--- src/rtl/uart_pkg.sv ---
// uart_pkg: shared types and constants for the buffered UART transmitter.
//   uart_tx_state_t : serialiser FSM states
//   UART_LINE_IDLE  : level of the idle / stop-bit line
//   UART_DATA_BITS  : payload bits per frame (8N1)
package uart_pkg;

  typedef enum logic [1:0] {IDLE, START, DATA, STOP} uart_tx_state_t;

  localparam logic UART_LINE_IDLE = 1'b1;
  localparam int   UART_DATA_BITS = 8;

endpackage

--- src/rtl/uart_tx_buffered_if.sv ---
// uart_tx_buffered_if: CPU-side write port and status/serial outputs of the
// buffered UART transmitter.
//   wr_en/wr_data          : byte push strobe and data (master -> slave)
//   full/level/busy        : FIFO and serialiser status (slave -> master)
//   overflow               : sticky dropped-write flag (slave -> master)
//   tx                     : serial line, idle high (slave -> master)
interface uart_tx_buffered_if #(
  parameter int FIFO_DEPTH = 16
);
  localparam int LW = $clog2(FIFO_DEPTH) + 1;

  logic          wr_en;
  logic [7:0]    wr_data;
  logic          full;
  logic [LW-1:0] level;
  logic          busy;
  logic          overflow;
  logic          tx;

  modport master (output wr_en, wr_data,
                  input  full, level, busy, overflow, tx);
  modport slave  (input  wr_en, wr_data,
                  output full, level, busy, overflow, tx);
endinterface

--- src/rtl/sync_fifo.sv ---
// sync_fifo: single-clock first-word-fall-through FIFO.
//   clk, btnc        : clock, async active-high reset
//   wr_en, wr_data   : push (ignored while full)
//   rd_en, rd_data   : pop (ignored while empty); rd_data always shows the head
//   full, empty      : decoded from the registered entry count
//   level            : entries currently stored
module sync_fifo #(
  parameter int WIDTH = 8,
  parameter int DEPTH = 16
) (
  input  logic                   clk,
  input  logic                   btnc,
  input  logic                   wr_en,
  input  logic [WIDTH-1:0]       wr_data,
  input  logic                   rd_en,
  output logic [WIDTH-1:0]       rd_data,
  output logic                   full,
  output logic                   empty,
  output logic [$clog2(DEPTH):0] level
);
  localparam int AW = $clog2(DEPTH);
  localparam logic [AW:0] FULL_LVL = (AW+1)'(DEPTH);

  logic [WIDTH-1:0] mem [DEPTH];
  logic [AW-1:0]    wr_ptr, rd_ptr;
  logic             do_wr, do_rd;

  // full comes from the registered count, so a pop in the same cycle does
  // not let a write through
  assign full    = (level == FULL_LVL);
  assign empty   = (level == '0);
  assign do_wr   = wr_en && !full;
  assign do_rd   = rd_en && !empty;
  assign rd_data = mem[rd_ptr];

  always_ff @(posedge clk or posedge btnc) begin
    if (btnc) begin
      wr_ptr <= '0;
      rd_ptr <= '0;
      level  <= '0;
    end else begin
      if (do_wr) wr_ptr <= wr_ptr + 1'b1;
      if (do_rd) rd_ptr <= rd_ptr + 1'b1;
      case ({do_wr, do_rd})
        2'b10:   level <= level + 1'b1;
        2'b01:   level <= level - 1'b1;
        default: ;
      endcase
    end
  end

  always_ff @(posedge clk) begin
    if (do_wr) mem[wr_ptr] <= wr_data;
  end
endmodule

--- src/rtl/uart_tx_buffered.sv ---
// uart_tx_buffered: FIFO-buffered 8N1 UART transmitter.
//   clk, btnc : clock, async active-high reset (aborts any frame in flight)
//   bus       : slave side of uart_tx_buffered_if (write port, status, tx)
// Bytes are queued in sync_fifo and shifted out LSB-first, CLKS_PER_BIT
// cycles per bit. Frames queued back-to-back leave no idle gap on the line.
module uart_tx_buffered #(
  parameter int CLKS_PER_BIT = 868,
  parameter int FIFO_DEPTH   = 16
) (
  input  logic                clk,
  input  logic                btnc,
  uart_tx_buffered_if.slave   bus
);
  import uart_pkg::*;

  localparam int CW = $clog2(CLKS_PER_BIT);
  localparam int BW = $clog2(UART_DATA_BITS);
  localparam int LW = $clog2(FIFO_DEPTH) + 1;
  localparam logic [CW-1:0] CNT_LAST = CW'(CLKS_PER_BIT - 1);
  localparam logic [BW-1:0] BIT_LAST = BW'(UART_DATA_BITS - 1);

  uart_tx_state_t            state, state_nxt;
  logic [CW-1:0]             cnt, cnt_nxt, cnt_inc;
  logic [BW-1:0]             bit_idx, bit_idx_nxt;
  logic [UART_DATA_BITS-1:0] shift, shift_nxt, head;
  logic [LW-1:0]             level;
  logic                      pop, fifo_full, fifo_empty;
  logic                      tx_q, tx_nxt, overflow, bit_end;

  sync_fifo #(.WIDTH(UART_DATA_BITS), .DEPTH(FIFO_DEPTH)) u_fifo (
    .clk     (clk),
    .btnc    (btnc),
    .wr_en   (bus.wr_en),
    .wr_data (bus.wr_data),
    .rd_en   (pop),
    .rd_data (head),
    .full    (fifo_full),
    .empty   (fifo_empty),
    .level   (level)
  );

  assign bit_end = (cnt == CNT_LAST);
  assign cnt_inc = bit_end ? '0 : cnt + 1'b1;

  // tx_nxt is decoded from the current state and registered, so the line
  // trails the FSM by one cycle uniformly (no glitches on the pin)
  always_comb begin
    state_nxt   = state;
    cnt_nxt     = cnt;
    bit_idx_nxt = bit_idx;
    shift_nxt   = shift;
    pop         = 1'b0;
    tx_nxt      = UART_LINE_IDLE;
    case (state)
      IDLE: begin
        if (!fifo_empty) begin
          pop         = 1'b1;
          shift_nxt   = head;
          cnt_nxt     = '0;
          bit_idx_nxt = '0;
          state_nxt   = START;
        end
      end
      START: begin
        tx_nxt  = 1'b0;
        cnt_nxt = cnt_inc;
        if (bit_end) state_nxt = DATA;
      end
      DATA: begin
        tx_nxt  = shift[0];
        cnt_nxt = cnt_inc;
        if (bit_end) begin
          shift_nxt   = shift >> 1;
          bit_idx_nxt = bit_idx + 1'b1;
          if (bit_idx == BIT_LAST) state_nxt = STOP;
        end
      end
      STOP: begin
        cnt_nxt = cnt_inc;
        if (bit_end) begin
          // chain straight into the next start bit when more data is queued
          if (!fifo_empty) begin
            pop         = 1'b1;
            shift_nxt   = head;
            bit_idx_nxt = '0;
            state_nxt   = START;
          end else begin
            state_nxt   = IDLE;
          end
        end
      end
      default: state_nxt = IDLE;
    endcase
  end

  always_ff @(posedge clk or posedge btnc) begin
    if (btnc) begin
      state   <= IDLE;
      cnt     <= '0;
      bit_idx <= '0;
      shift   <= '0;
      tx_q    <= UART_LINE_IDLE;
    end else begin
      state   <= state_nxt;
      cnt     <= cnt_nxt;
      bit_idx <= bit_idx_nxt;
      shift   <= shift_nxt;
      tx_q    <= tx_nxt;
    end
  end

  always_ff @(posedge clk or posedge btnc) begin
    if (btnc)                         overflow <= 1'b0;
    else if (bus.wr_en && fifo_full)  overflow <= 1'b1;
  end

  assign bus.full     = fifo_full;
  assign bus.level    = level;
  assign bus.busy     = (state != IDLE) || !fifo_empty;
  assign bus.overflow = overflow;
  assign bus.tx       = tx_q;
endmodule
--- src/flat_wrapper.sv ---
// flat-port wrapper written by rule: the top's interface ports become plain ports
module uart_tx_buffered_flat import uart_pkg::*;
#(
  parameter int CLKS_PER_BIT = 868,
  parameter int FIFO_DEPTH   = 16
)
  (clk, btnc, bus_wr_en, bus_wr_data, bus_full, bus_level, bus_busy, bus_overflow, bus_tx);
  uart_tx_buffered_if #(.FIFO_DEPTH(FIFO_DEPTH)) bus_i ();
  input  logic clk;
  input  logic btnc;
  input wire logic [$bits(bus_i.wr_en)-1:0] bus_wr_en;
  input wire logic [$bits(bus_i.wr_data)-1:0] bus_wr_data;
  output wire logic [$bits(bus_i.full)-1:0] bus_full;
  output wire logic [$bits(bus_i.level)-1:0] bus_level;
  output wire logic [$bits(bus_i.busy)-1:0] bus_busy;
  output wire logic [$bits(bus_i.overflow)-1:0] bus_overflow;
  output wire logic [$bits(bus_i.tx)-1:0] bus_tx;
  assign bus_i.wr_en = bus_wr_en;
  assign bus_i.wr_data = bus_wr_data;
  assign bus_full = bus_i.full;
  assign bus_level = bus_i.level;
  assign bus_busy = bus_i.busy;
  assign bus_overflow = bus_i.overflow;
  assign bus_tx = bus_i.tx;
  uart_tx_buffered #(.CLKS_PER_BIT(CLKS_PER_BIT), .FIFO_DEPTH(FIFO_DEPTH)) u_core (.clk(clk), .btnc(btnc), .bus(bus_i));
endmodule
--- config.mk ---
export PLATFORM = sky130hd
export DESIGN_NAME = uart_tx_buffered_flat
export DESIGN_NICKNAME = d
export VERILOG_FILES = /design/src/rtl/uart_pkg.sv /design/src/rtl/uart_tx_buffered_if.sv /design/src/rtl/sync_fifo.sv /design/src/rtl/uart_tx_buffered.sv /design/src/flat_wrapper.sv
export SDC_FILE = /design/constraint.sdc
export NUM_CORES = 1
export LEC_CHECK = 0
export ABC_AREA = 0
export BUFFER_PORTS_ARGS = -buffer_cell sky130_fd_sc_hd__clkbuf_2
export CAP_MARGIN = 20
export CORE_UTILIZATION = 60
export CTS_CLUSTER_DIAMETER = 30
export DETAILED_ROUTE_END_ITERATION = 10
export MAX_ROUTING_LAYER = met4
export PLACE_DENSITY = 0.83
export SETUP_SLACK_MARGIN = 0.15
export SYNTH_ARGS = -nofsm -noshare
export SYNTH_HDL_FRONTEND = slang
export SYNTH_SLANG_ARGS = --single-unit
--- constraint.sdc ---
create_clock -name clk -period 7.5 [get_ports clk]
set_input_delay 1.5 -clock clk [delete_from_list [all_inputs] [get_ports clk]]
set_output_delay 1.5 -clock clk [all_outputs]
set_load 0.1 [all_outputs]
**Yosys cells after proc, flatten, opt, wreduce, memory -nomap -nowiden**

Memory sizes are Yosys's and may differ from the RTL's.
Cells that the tools add are included.

- Add/sub/neg operators: 6
- Div/mod/pow operators: 0
- Shift operators: 0
- Multiplexer cells: 25
- Reduce and logical (&&, ||, !) cells: 14
- Multipliers: 0
- Equality and inequality tests: 13
- Bitwise operators: 0
- Magnitude comparators: 0

Operator list:

| operator | count |
|---|---|
| 8-bit 2-to-1 mux | 3 |
| 8-bit case mux with 3 select lines | 1 |
| 10-bit 2-to-1 mux | 2 |
| 10-bit case mux with 2 select lines | 1 |
| 10-bit by 1-bit adder with 10-bit output (second input constant) | 1 |
| 10-bit == test (second input constant) | 1 |
| 2-bit 2-to-1 mux | 5 |
| 5-bit case mux with 2 select lines | 1 |
| 3-bit 2-to-1 mux | 3 |
| 3-bit case mux with 3 select lines | 1 |
| 4-bit by 1-bit adder with 4-bit output (second input constant) | 2 |
| 2-bit by 1-bit inequality test with 1-bit output (second input constant) | 4 |
| 2-bit case mux with 4 select lines | 1 |
| 2-bit == test (second input constant) | 3 |
| 5-bit by 1-bit adder with 5-bit output (second input constant) | 1 |
| 5-bit == test (second input constant) | 1 |
| 5-bit zero test | 1 |
| 1-bit 2-to-1 mux | 5 |
| 5-bit AND reduction | 1 |
| 5-bit by 1-bit subtractor with 5-bit output (second input constant) | 1 |
| 2-bit by 1-bit == test with 1-bit output (second input constant) | 2 |
| 1-bit case mux with 2 select lines | 2 |
| 2-bit nonzero test | 2 |
| 3-bit by 1-bit adder with 3-bit output (second input constant) | 1 |
| other kinds (9) | 12 |

- Input port bits: 11
- Word-level logic and storage cells: 68
- RAM bits: 128
- Flip-flop bits (word level): 38
- Memories: 1
- Bits in latches: 0
- Bits in read-only memories: 0

Memory list:

| memory | depth | width | rd ports | clocked after Yosys merged registers in | write ports | line | text |
|---|---|---|---|---|---|---|---|
| u_core.u_fifo.mem | 16 | 8 | 1 | 0 | 1 | sync_fifo.sv:24 | `logic [WIDTH-1:0] mem [DEPTH];` |

**Logic depth before layout (Yosys ltp)**

Gate-level depths: netlist (run 1).

- Depth after elaboration: 7
- Gate-level depth with buffers: 13

**Hierarchy**

A second synthesis (run 1) with hierarchy kept.

- Cells, all modules: 455
- Area total of the unflattened synthesis: 7228.2 um^2

Modules (own cells, without submodules):

| module | cells an instance | times used | area each (um^2) |
|---|---|---|---|
| sync_fifo | 333 | 1 | 5789.3 |
| uart_tx_buffered | 122 | 1 | 1438.9 |

**Least setup slack after synthesis (run 1)**

No wires, ideal clock.

- Path type: reg2out
- From: reg u_core.u_fifo.level[1]
- To: out bus_busy
- Required time: 6000 ps
- Stages on the path, launching flop included: 5
- Data arrival time: 2119 ps
- Setup slack: 3881 ps
- Path through: dfrtp_1 -> nor4_1 -> nand2_1 -> nor2_1 -> inv_1

- Longest elaborated chain between the ends: 3

RTL lines:

| item | line | text |
|---|---|---|
| from (decl) | sync_fifo.sv:19 | `output logic [$clog2(DEPTH):0] level` |
| from (signal assigned) | sync_fifo.sv:45 | `2'b10: level <= level + 1'b1;` |
| from (signal assigned) | sync_fifo.sv:46 | `2'b01: level <= level - 1'b1;` |
| 5-bit zero test | sync_fifo.sv:31 | `assign empty = (level == '0);` |
| 1-bit zero test | - |  |
| 1-bit logical OR | uart_tx_buffered.sv:119 | `assign bus.busy = (state != IDLE) \|\| !fifo_empty;` |
| to (decl) | flat_wrapper.sv:15 | `output wire logic [$bits(bus_i.busy)-1:0] bus_busy;` |

No other way between the ends.

**Final worst setup path (run 1)**

Same ends and word-level chain as after synthesis.

==> results of run 1 <==
[layout make-up]
| class | instances | area (µm²) | share of cell area, % |
|---|---|---|---|
| multi-input combinational | 223 | 1990 | 25.6 |
| clock buffer | 17 | 425 | 5.48 |
| clock inverter | 15 | 186 | 2.40 |
| sequential | 166 | 4800 | 61.8 |
| tap | 143 | 179 | 2.30 |
| timing repair buffer | 25 | 138 | 1.77 |
| inverter | 13 | 48.8 | 0.628 |
[power groups by stage]
stage	clock network, W	logic (W)	registers, W
6_report	0.000904	0.000362	0.00115
5_1_grt	0.000943	0.000386	0.00116
4_1_cts	0.000909	0.000361	0.00115
3_5_place_dp	0	0.000350	0.00117
3_3_place_gp	0	0.000338	0.00115
2_1_floorplan	0	0.000166	0.00125
[cells by family (layout without fill, tap and decap cells)]
kind of cell,after synthesis,in the layout,synth area share [%]
XOR/XNOR,13,13,1.63
multiplexers,35,35,10.8
AO/OA/AOI/OAI,73,73,6.88
adder cells (fa/ha/maj),18,18,3.33
AND/OR/NAND/NOR,84,84,5.88
buffers and inverters,34,70,2.76
flip-flops,166,166,68.7
[metrics by stage]
step	setup slack (ns)	cells	instance area, µm²
after floorplan	3.88	423	6980
after global placement	3.98	567	7130
after detailed placement	3.87	568	7140
after CTS	3.45	600	7750
after global routing	3.28	602	7770
final	3.48	602	7770
[state kept, by name, indices dropped and copies added, names as in the netlist, 2 cells and up]
| signal | flops |
|---|---|
| u_core.u_fifo.mem | 128 |
| u_core.cnt | 10 |
| u_core.shift | 8 |
| u_core.u_fifo.level | 5 |
| u_core.u_fifo.rd_ptr | 4 |
| u_core.u_fifo.wr_ptr | 4 |
| u_core.bit_idx | 3 |
| u_core.state | 2 |
[layer usage]
metal  global-route usage, %  vias to the layer above  part of all wire [%]
met2                    40.6                      140                    51
met4                    9.43                        0                   1.6
met1                    34.0                     1940                    41
met3                    7.17                       18                   5.7
met5                       -                        -                     0
li1                        -                     1677                     -
[worst paths after layout]
check	start	slack (ns)	to	cells after the start
max	u_core.u_fifo.level[1]	3.48	bus_busy	5
min	u_core.bit_idx[1]	0.48	u_core.bit_idx[1]	2
max reg2reg	u_core.cnt[0]	4.15	u_core.u_fifo.level[4]	11
min reg2reg	u_core.bit_idx[1]	0.48	u_core.bit_idx[1]	2
max in group asynchronous	btnc	5.94	u_core.bus.tx	3
min in group asynchronous	btnc	1.17	u_core.u_fifo.wr_ptr[1]	3
[synthesized netlist by cell type, types with 2 or more instances]
| master | number |
|---|---|
| sky130_fd_sc_hd__edfxtp_1 | 128 |
| sky130_fd_sc_hd__dfrtp_1 | 37 |
| sky130_fd_sc_hd__mux4_2 | 32 |
| sky130_fd_sc_hd__nand2_1 | 30 |
| sky130_fd_sc_hd__nor2_1 | 26 |
| sky130_fd_sc_hd__a21oi_1 | 23 |
| sky130_fd_sc_hd__ha_1 | 17 |
| sky130_fd_sc_hd__o21ai_0 | 16 |
| sky130_fd_sc_hd__a22oi_1 | 14 |
| sky130_fd_sc_hd__inv_1 | 13 |
| sky130_fd_sc_hd__xnor2_1 | 9 |
| sky130_fd_sc_hd__clkbuf_1 | 7 |
| sky130_fd_sc_hd__nor3_1 | 6 |
| sky130_fd_sc_hd__nand3_1 | 5 |
| sky130_fd_sc_hd__a21o_1 | 4 |
| sky130_fd_sc_hd__buf_6 | 4 |
| sky130_fd_sc_hd__xor2_1 | 4 |
| sky130_fd_sc_hd__buf_1 | 3 |
| sky130_fd_sc_hd__buf_2 | 3 |
| sky130_fd_sc_hd__clkbuf_8 | 3 |
| sky130_fd_sc_hd__mux2_2 | 3 |
| sky130_fd_sc_hd__a22o_1 | 2 |
| sky130_fd_sc_hd__and2_1 | 2 |
| sky130_fd_sc_hd__and3_1 | 2 |
| sky130_fd_sc_hd__nand2b_1 | 2 |
| sky130_fd_sc_hd__nor2b_1 | 2 |
| sky130_fd_sc_hd__o31ai_1 | 2 |
[worst max-delay path, cell delays in order, from the launching register on]
cell                       delay (ns)
sky130_fd_sc_hd__dfrtp_1         0.45
sky130_fd_sc_hd__nor4_1          0.43
sky130_fd_sc_hd__nand2_1         0.21
sky130_fd_sc_hd__nor2_1          0.36
sky130_fd_sc_hd__inv_1           0.21
sky130_fd_sc_hd__clkbuf_2        0.42
==> out/qor.yml, run 1 <==
share_of_post_route_cells_with_drive_strength_above_1_pct: 22.0
most-common-layout-cells: "sky130_fd_sc_hd__edfxtp_1 (128), sky130_fd_sc_hd__dfrtp_1 (36), sky130_fd_sc_hd__mux4_2 (32), sky130_fd_sc_hd__nand2_1 (30), sky130_fd_sc_hd__nor2_1 (26)"
report.final.slew_viol_count: 0
seq_power_share_pct: 47.7
yosys_warnings: 0
die_w_um: 110
slew_headroom_pct: 27.5
cts.reportedPaths.clkPinSlew_ns: 0.07
clock.fmax_mhz: 249
drt_pass1_iterations: 5
mappedNetlistArea_um2: 6980
worst-endpoint-required_ns: 6.00
utilization_pct: 68.3
post_cts_resize_count: 0
route.detailed.wl_per_inst_um: 22.9
most_common_cell_after_layout_fill_and_taps_aside: "sky130_fd_sc_hd__edfxtp_1"
detailroute.via_count: 3775
place.port_buffers: 19
synth_enable_flop_cells: 128
setup_repair_after_global_routing_missed_its_margin: "no"
cts_tree: "yes"
worst-slew-pin-transition_ns: 1.08
synth_area_leaders: "sky130_fd_sc_hd__edfxtp_1 (55%), sky130_fd_sc_hd__dfrtp_1 (13%), sky130_fd_sc_hd__mux4_2 (10%), sky130_fd_sc_hd__ha_1 (3.0%), sky130_fd_sc_hd__a21oi_1 (1.6%)"
ys_seq_elements: 166
insertedDiodeCount: 0
power_w: 0.00242
antenna_found_initial: 0
holdWs_ns: 0.475
post-route-period-util_pct: 53.5
cp_capture_type: "primary output"
cts_buffers: 17
numClockSinks: 166
syn_area_per_cell_um2: 16.5
crit_type: "reg -> out"
boundaryPins: 20
clock_insertion_delay_worst_skew_ns: 0.44
drc: 0
sw_share_pct: 30.3
cts.path.max_buffers: 2
hold_path_class: "reg -> reg"
netSwitchingPower_w: 0.000733
status: "completed"
postSynth.topFlopCell: "sky130_fd_sc_hd__edfxtp_1"
cap_viol_max_count: 0
route.antenna.remaining_nets: 0
flow.area_growth_from_synthesis_pct: 11.3
wl_um: 13800
vdd_ir_drop_max_mv: 0.259
grt_start_max_net_pins: 39
grt_first_pass_wirelength_um: 21100
die-height_um: 110
grt_pass1_vias: 3794
ctsRootBufferMaster: "sky130_fd_sc_hd__clkbuf_16"
synth-seq-area-share_pct: 68.7
nets: 475
initialDrtViolationCount: 370
timing.final.setup_violations: 0
totalNegativeSetupSlack_ns: 0
detailedPlacementHpwl_um: 8310
leakage_nw: 2.81
async_reset_ff_share_pct: 22.9
filler_cell_count: 720
arrival_ns: 2.52
placement_rows: 39
grtUsageTotal_pct: 26.3
power_frac_comb_pct: 15.0
crit_path_time_final_ns: 4.02
synthCells: 423
finalHoldViolCount: 0
htree_levels: 4
cts_setup_buffers: 0
dieArea_um2: 12100
placeable_core_region_um2: 11400
finalClockSkew_ns: 0.0135
synth_area_leader_cell: "sky130_fd_sc_hd__edfxtp_1"
count_of_distinct_cell_types_in_the_synthesized_netlist: 51
p_int_w: 0.00169
initial_core_util_pct: 61.4
top_area_cell_type_share_of_the_netlist_area_pct: 55.1
gp_routability_congestion: 0.870
power_per_cell_area_nw_per_um2: 311
power_frac_clock_pct: 37.4
worstPathMaxFanout: 7
kind_of_start_point_of_the_critical_path: "flop"
viasPerCell: 6.27
mappedNetlistNets: 452
ctsHoldBuffers: 0
grt_remaining_overflow: 0
Note: power is estimated with default switching activity, not from simulation.
==> run 2, diff against run 1 <==
--- a/config.mk
+++ b/config.mk
@@ -5,7 +5,7 @@
 export SDC_FILE = /design/constraint.sdc
 export NUM_CORES = 1
 export LEC_CHECK = 0
-export ABC_AREA = 0
+export ABC_AREA = 1
 export BUFFER_PORTS_ARGS = -buffer_cell sky130_fd_sc_hd__clkbuf_2
 export CAP_MARGIN = 20
 export CORE_UTILIZATION = 60
==> constraint.sdc (replaced) <==
create_clock -name clk -period 4.1 [get_ports clk]
set_input_delay 0.82 -clock clk [delete_from_list [all_inputs] [get_ports clk]]
set_output_delay 0.82 -clock clk [all_outputs]
set_load 0.1 [all_outputs]
==> out/qor.yml, run 2 <==
status: "completed"
initialDrtViolationCount: 567  # +53%
top_area_cell_type_share_of_the_netlist_area_pct: 51.3  # -3.7 points
hold_path_class: "reg -> reg"
grtUsageTotal_pct: 27.2  # +0.88 points
kind_of_start_point_of_the_critical_path: "flop"
mappedNetlistNets: 774  # +71%
ctsHoldBuffers: 0  # unchanged
power_frac_clock_pct: 27.4  # -10 points
timing.critical_path.cells: "inv_1 > ha_1 > inv_1 > nor2_2 > inv_1 > clkbuf_2"
htree_levels: 4  # unchanged
cts_tree: "yes"
nets: 790  # +66%
most-common-layout-cells: "sky130_fd_sc_hd__nand2_1 (241), sky130_fd_sc_hd__edfxtp_1 (128), sky130_fd_sc_hd__nor2_1 (90), sky130_fd_sc_hd__nand3_1 (60), sky130_fd_sc_hd__inv_1 (59)"
dieArea_um2: 12900  # +7.1%
slowest_delay_ns: 0.44  # about the same
power_per_cell_area_nw_per_um2: 735  # +140%
antenna_found_initial: 0  # unchanged
initial_core_util_pct: 61.8  # +0.42 points
async_reset_ff_share_pct: 22.9  # unchanged
count_of_distinct_cell_types_in_the_synthesized_netlist: 33  # -35%
cts.path.max_buffers: 2  # unchanged
setup_repair_after_global_routing_missed_its_margin: "no"
ys_seq_elements: 166  # unchanged
route.antenna.remaining_nets: 0  # unchanged
cts_setup_buffers: 0  # unchanged
netlist_top_cells_count: "sky130_fd_sc_hd__nand2_1 (241), sky130_fd_sc_hd__edfxtp_1 (128), sky130_fd_sc_hd__nor2_1 (91)"
ctsRootBufferMaster: "sky130_fd_sc_hd__clkbuf_16"
crit_path_start: "u_core.state[0]"
power_w: 0.00609  # +150%
biggestRegsByFlops: "u_core.u_fifo.mem (128), u_core.cnt (10), u_core.shift (8)"
finalClockSkew_ns: 0.0116  # -0.00185 ns
placeable_core_region_um2: 12100  # +6.5%
cts_buffers: 17  # unchanged
post-route-period-util_pct: 73.5
detailedPlace.worstSlack_ns: 1.27  # -2.59 ns
syn_area_per_cell_um2: 10.0  # -39%
max_ffs_per_register: 128  # unchanged
yosys_warnings: 0  # unchanged
report.final.slew_viol_count: 0  # unchanged
r2r-start: "u_core.cnt[0]"
worst_path_most_repeated_cell: "sky130_fd_sc_hd__inv_1"
slew_headroom_pct: 40.5  # +13 points
numClockSinks: 166  # unchanged
sw_share_pct: 40.2  # +9.9 points
viasPerCell: 5.50  # -12%
crit_path_time_final_ns: 3.01
postSynth.topFlopCell: "sky130_fd_sc_hd__edfxtp_1"
mappedNetlistArea_um2: 7490  # +7.3%
reg2reg_to: "u_core.u_fifo.level[4]"
place.port_buffers: 19  # unchanged
clock.fmax_mhz: 332
boundaryPins: 20  # unchanged
synth_enable_flop_cells: 128  # unchanged
synth-seq-area-share_pct: 64.1  # -4.6 points
final-seq-area_um2: 4800  # unchanged
cp_capture_type: "primary output"
utilization_pct: 68.5  # +0.14 points
arrival_ns: 2.19  # -0.33 ns
grt_first_pass_wirelength_um: 24900  # +18%
yosysMostFrequentCell: "sky130_fd_sc_hd__nand2_1"
filler_cell_count: 908  # +26%
min_delay_path_depth: 1  # -1
gp_routability_congestion: 0.847  # -2.7%
worstPathMaxFanout: 8  # +1
cap_viol_max_count: 0  # unchanged
detailroute.via_count: 5181  # +37%
most_common_cell_after_layout_fill_and_taps_aside: "sky130_fd_sc_hd__nand2_1"
synth_area_leader_cell: "sky130_fd_sc_hd__edfxtp_1"
regToRegSetupSlack_ns: 1.23  # -2.92 ns
register_bank_with_the_most_flops: "u_core.u_fifo.mem"
crit_type: "reg -> out"
synth_area_leaders: "sky130_fd_sc_hd__edfxtp_1 (51%), sky130_fd_sc_hd__dfrtp_1 (12%), sky130_fd_sc_hd__nand2_1 (12%), sky130_fd_sc_hd__nor2_1 (4.6%), sky130_fd_sc_hd__nand3_1 (4.0%)"
p_int_w: 0.00364  # +120%
drt_pass1_iterations: 5  # unchanged
grt_remaining_overflow: 0  # unchanged
placement_rows: 40  # +2.6%
seq_power_share_pct: 37.4  # -10 points
grt_pass1_vias: 5056  # +33%
die-height_um: 114  # +3.5%
vdd_ir_drop_max_mv: 0.432  # +67%
netSwitchingPower_w: 0.00245  # +230%
die_w_um: 114  # +3.5%
critical_path.slowest_cell: "sky130_fd_sc_hd__dfrtp_1"
share_of_post_route_cells_with_drive_strength_above_1_pct: 11.0  # -11 points
finalHoldViolCount: 0  # unchanged
worst-endpoint-required_ns: 3.28  # -2.72 ns
leakage_nw: 3.52  # +26%
worstRegToRegCells: 15  # +4
worst-slew-pin-transition_ns: 0.891  # -0.188 ns
holdWs_ns: 0.465  # -0.0101 ns
timing.final.setup_violations: 0  # unchanged
source_of_the_worst_hold_timing_path: "u_core.bus.overflow"
power_frac_comb_pct: 35.2  # +20 points
setup_slack_ns: 1.09  # -2.40 ns
whs_endpoint: "u_core.bus.overflow"
detailedPlacementHpwl_um: 9750  # +17%
cts.reportedPaths.clkPinSlew_ns: 0.07  # about the same
multi_input_area_um2: 2310  # +16%
wl_um: 15900  # +15%
insertedDiodeCount: 0  # unchanged
clock_insertion_delay_worst_skew_ns: 0.44  # about the same
route.detailed.wl_per_inst_um: 16.8  # -26%
totalNegativeSetupSlack_ns: 0  # unchanged
grt_start_max_net_pins: 82  # +110%
flow.area_growth_from_synthesis_pct: 10.7
post_cts_resize_count: 0  # unchanged
synthCells: 745  # +76%
drc: 0  # unchanged
-- run 2: changes by cell type after synthesis, moves of 15 or more --
cell                      previous run  this run
sky130_fd_sc_hd__buf_2               3        18
sky130_fd_sc_hd__inv_1              13        59
sky130_fd_sc_hd__mux4_2             32         0
sky130_fd_sc_hd__nand2_1            30       241
sky130_fd_sc_hd__nand3_1             5        60
sky130_fd_sc_hd__nor2_1             26        91
-- run 2: cells by family (layout without fill, tap and decap cells) --
kind of cell	Yosys count	count (layout)	synth area share, %
buffers and inverters	90	119	5.16
xor gates and xnor gates	8	8	0.936
and+or+nand+nor	415	415	23.1
adders and majority gates	18	18	3.11
DFF	166	166	64.1
AOI/OAI and AO/OA	48	48	3.61
-- run 2: metrics by stage --
stage               instances  instance area, µm²
detailed placement        910                7670
global placement          910                7670
global route              942                8290
floorplan                 745                7490
finish                    942                8290
CTS                       942                8290
-- run 2: how the worst max path moves through the flow --
stage | to | slack [ns] | cells after the start
after detailed placement | u_core.u_fifo.level[4] | 1.27 | 15
after global placement | u_core.u_fifo.level[4] | 1.43 | 15
after CTS | bus_busy | 1.07 | 6
after floorplan | u_core.u_fifo.level[4] | 0.57 | 12
after global routing | u_core.u_fifo.level[4] | 0.92 | 15
final | bus_busy | 1.09 | 6
-- run 2: worst max-delay path: cells and delay by family, from the launching register on --
kind | cells | cell delay (ns)
buffers and inverters | 4 | 0.82
adder cells (fa/ha/maj) | 1 | 0.20
AND/OR/NAND/NOR | 1 | 0.31
flip-flops | 1 | 0.44
-- run 2: power by group through the flow --
stage / clock network [W] / registers [W] / logic, W
after detailed placement: 0 / 0.00230 / 0.00210
after CTS: 0.00169 / 0.00227 / 0.00214
after floorplan: 0 / 0.00249 / 0.00148
final: 0.00167 / 0.00228 / 0.00214
after global routing: 0.00173 / 0.00230 / 0.00238
after global placement: 0 / 0.00229 / 0.00202
-- run 2: area by class of cell --
class,count,area share (%)
flip-flops and latches,166,57.9
clock inverters,15,2.32
multi-input cells,489,27.8
inverters,66,2.99
well taps,168,2.54
repair buffers,21,1.33
clock buffers,17,5.13
-- run 2: per-layer routing --
layer	wire length [µm]	share of wire, %	vias up	global-route usage, %
met1	6240	39	2473	31.8
li1	-	-	2472	-
met4	481	3.0	0	12.5
met3	1080	6.8	40	6.80
met5	0	0	-	-
met2	8060	51	196	44.6
==> run 3, diff against run 2 <==
--- a/config.mk
+++ b/config.mk
@@ -5,7 +5,7 @@
 export SDC_FILE = /design/constraint.sdc
 export NUM_CORES = 1
 export LEC_CHECK = 0
-export ABC_AREA = 1
+export ABC_AREA = 0
 export BUFFER_PORTS_ARGS = -buffer_cell sky130_fd_sc_hd__clkbuf_2
 export CAP_MARGIN = 20
 export CORE_UTILIZATION = 60
==> constraint.sdc (replaced) <==
create_clock -name clk -period 3.15 [get_ports clk]
set_input_delay 0.63 -clock clk [delete_from_list [all_inputs] [get_ports clk]]
set_output_delay 0.63 -clock clk [all_outputs]
set_load 0.1 [all_outputs]
==> out/qor.yml, run 3 (same netlist as run 1, synthesis figures left out) <==
status: "completed"
grt_util_met2_pct: 41.2  # -3.5 points
drt_pass1_iterations: 5  # unchanged
placement_rows: 39  # -2.5%
cp_top_family: "simple AND/OR/NAND/NOR gates"
cts.reportedPaths.clkPinSlew_ns: 0.07  # about the same
worstPathMaxFanout: 5  # -3
initial_core_util_pct: 61.4  # -0.42 points
report.final.slew_viol_count: 0  # unchanged
wl_um: 13600  # -14%
drc: 0  # unchanged
arrival_ns: 3.24  # +1.05 ns
insertedDiodeCount: 0  # unchanged
placeable_core_region_um2: 11400  # -6.1%
global_route.usage.met1_pct: 30.8  # -1.0 points
most_common_cell_after_layout_fill_and_taps_aside: "sky130_fd_sc_hd__edfxtp_1"
grtUsageTotal_pct: 25.1  # -2.2 points
antenna_found_initial: 0  # unchanged
crit_type: "reg -> reg"
timing.critical_path.cells: "ha_4 > or4b_4 > o41ai_4 > and3b_2 > ha_4 > ha_1 > a21o_1 > a21oi_1 > xor2_1 > nor2_1 > xnor2_1"
route.detailed.wl_per_inst_um: 22.3  # +32%
cts.path.max_buffers: 2  # unchanged
slew_headroom_pct: 36.0  # -4.6 points
crit_path_time_final_ns: 2.93
finalHoldViolCount: 0  # unchanged
critical_path.slowest_cell: "sky130_fd_sc_hd__or4b_4"
worst_path_most_repeated_cell: "sky130_fd_sc_hd__ha_4"
share_of_post_route_cells_with_drive_strength_above_1_pct: 24.7  # +14 points
boundaryPins: 20  # unchanged
ctsHoldBuffers: 0  # unchanged
worstRegToRegCells: 11  # -4
numPlacedInstances: 574  # -37%
nets: 482  # -39%
cts_tree: "yes"
place.port_buffers: 19  # unchanged
filler_cell_count: 671  # -26%
numClockSinks: 166  # unchanged
initialDrtViolationCount: 452  # -20%
grt_first_pass_wirelength_um: 20300  # -19%
route.antenna.remaining_nets: 0  # unchanged
die-height_um: 110  # -3.4%
detailedPlace.worstSlack_ns: 0.113  # -1.16 ns
regToRegSetupSlack_ns: 0.22  # -1.01 ns
global_route.usage.met3_pct: 5.69  # -1.1 points
most-common-layout-cells: "sky130_fd_sc_hd__edfxtp_1 (128), sky130_fd_sc_hd__mux4_2 (32), sky130_fd_sc_hd__dfrtp_1 (32), sky130_fd_sc_hd__nand2_1 (30), sky130_fd_sc_hd__nor2_1 (26)"
clock.fmax_mhz: 342
clock_insertion_delay_worst_skew_ns: 0.42  # -0.02 ns
setup_slack_ns: 0.225  # -0.862 ns
post_layout_nonfiller_instances: 609  # -35%
grt_pass1_vias: 3771  # -25%
worst-endpoint-required_ns: 3.46  # +0.18 ns
grt_remaining_overflow: 0  # unchanged
cp_capture_type: "flop"
critical_path_cell_count: 11  # +5
register_bank_with_the_most_flops: "u_core.u_fifo.mem"
ctsRootBufferMaster: "sky130_fd_sc_hd__clkbuf_16"
biggestRegsByFlops: "u_core.u_fifo.mem (128), u_core.cnt (10), u_core.shift (8)"
post-route-period-util_pct: 92.9
finalClockSkew_ns: 0.00841  # -0.00324 ns
detailroute.via_count: 3779  # -27%
dieArea_um2: 12100  # -6.6%
die_w_um: 110  # -3.4%
cts_buffers: 17  # unchanged
vdd_ir_drop_max_mv: 0.560  # +30%
flow.area_growth_from_synthesis_pct: 12.5
utilization_pct: 69.1  # +0.62 points
gp_routability_congestion: 0.801  # -5.4%
slowest_delay_ns: 0.50  # +0.06 ns
setup_repair_after_global_routing_missed_its_margin: "no"
viasPerCell: 6.21  # +13%
hold_path_class: "in -> async"
grt_start_max_net_pins: 36  # -56%
r2r-start: "u_core.cnt[0]"
worst-slew-pin-transition_ns: 0.959  # +0.0686 ns
leakage_nw: 2.84  # -19%
power_per_cell_area_nw_per_um2: 718  # -2.3%
kind_of_start_point_of_the_critical_path: "flop"
htree_levels: 4  # unchanged
detailedPlacementHpwl_um: 8470  # -13%
cap_viol_max_count: 0  # unchanged
totalNegativeSetupSlack_ns: 0  # unchanged
timing.final.setup_violations: 0  # unchanged
max_ffs_per_register: 128  # unchanged
reg2reg_to: "u_core.u_fifo.level[4]"
busiest_metal_layer_after_global_routing: "met2"
worst-path-buf-inv: 0  # -4
-- run 3: layout make-up --
cell class / count / area (µm²) / share of cell area (%)
Timing Repair Buffer: 32 / 208 / 2.64
Clock inverter: 13 / 146 / 1.86
Sequential cell: 166 / 4800 / 61.2
Clock buffer: 19 / 433 / 5.51
Inverter: 13 / 48.8 / 0.621
Tap cell: 143 / 179 / 2.28
Multi-Input combinational cell: 223 / 2040 / 25.9
-- run 3: how the worst max path moves through the flow --
stage	endpoint	slack, ns	start
after global placement	u_core.u_fifo.level[4]	0.20	u_core.cnt[0]
after global routing	u_core.u_fifo.level[4]	0.15	u_core.cnt[0]
after detailed placement	u_core.u_fifo.level[4]	0.11	u_core.cnt[0]
after CTS	u_core.u_fifo.level[4]	0.15	u_core.cnt[0]
after floorplan	u_core.u_fifo.level[4]	0.22	u_core.cnt[0]
final	u_core.u_fifo.level[4]	0.22	u_core.cnt[0]
-- run 3: through the flow --
stage                     total power (W)  area (µm²)  hold WS, ns
after global routing              0.00581        7850        0.429
after floorplan                   0.00338        6990        0.443
final                             0.00563        7850        0.403
after detailed placement          0.00363        7200        0.453
after global placement            0.00356        7190        0.440
after CTS                         0.00564        7800        0.425
-- run 3: layer usage --
| layer | share of wire (%) | routed length (µm) |
|---|---|---|
| met5 | 0 | 0 |
| met4 | 1.6 | 216 |
| met3 | 5.8 | 788 |
| met2 | 53 | 7260 |
| met1 | 39 | 5320 |
-- run 3: power breakdown --
part           leakage (nW)  switching, W  internal (W)  total (W)
Clock                 0.269      0.000846       0.00118    0.00202
Sequential             1.62      0.000144       0.00260    0.00275
Combinational         0.956      0.000647      0.000219   0.000866
-- run 3: worst register-to-register path, cell delays in order (launching register included) --
cell and delay (ns):
sky130_fd_sc_hd__dfrtp_1 0.43, sky130_fd_sc_hd__ha_4 0.18, sky130_fd_sc_hd__or4b_4 0.50, sky130_fd_sc_hd__o41ai_4 0.32, sky130_fd_sc_hd__and3b_2 0.27, sky130_fd_sc_hd__ha_4 0.18
sky130_fd_sc_hd__ha_1 0.27, sky130_fd_sc_hd__a21o_1 0.18, sky130_fd_sc_hd__a21oi_1 0.17, sky130_fd_sc_hd__xor2_1 0.15, sky130_fd_sc_hd__nor2_1 0.06, sky130_fd_sc_hd__xnor2_1 0.12
-- run 3: timing repair --
item | in CTS | in global routing
resized for setup | 4 | 4
pin swaps | 0 | 2
setup endpoints to repair | 3 | 3
hold endpoints to repair | 0 | 0
buffers inserted | 0 | 3
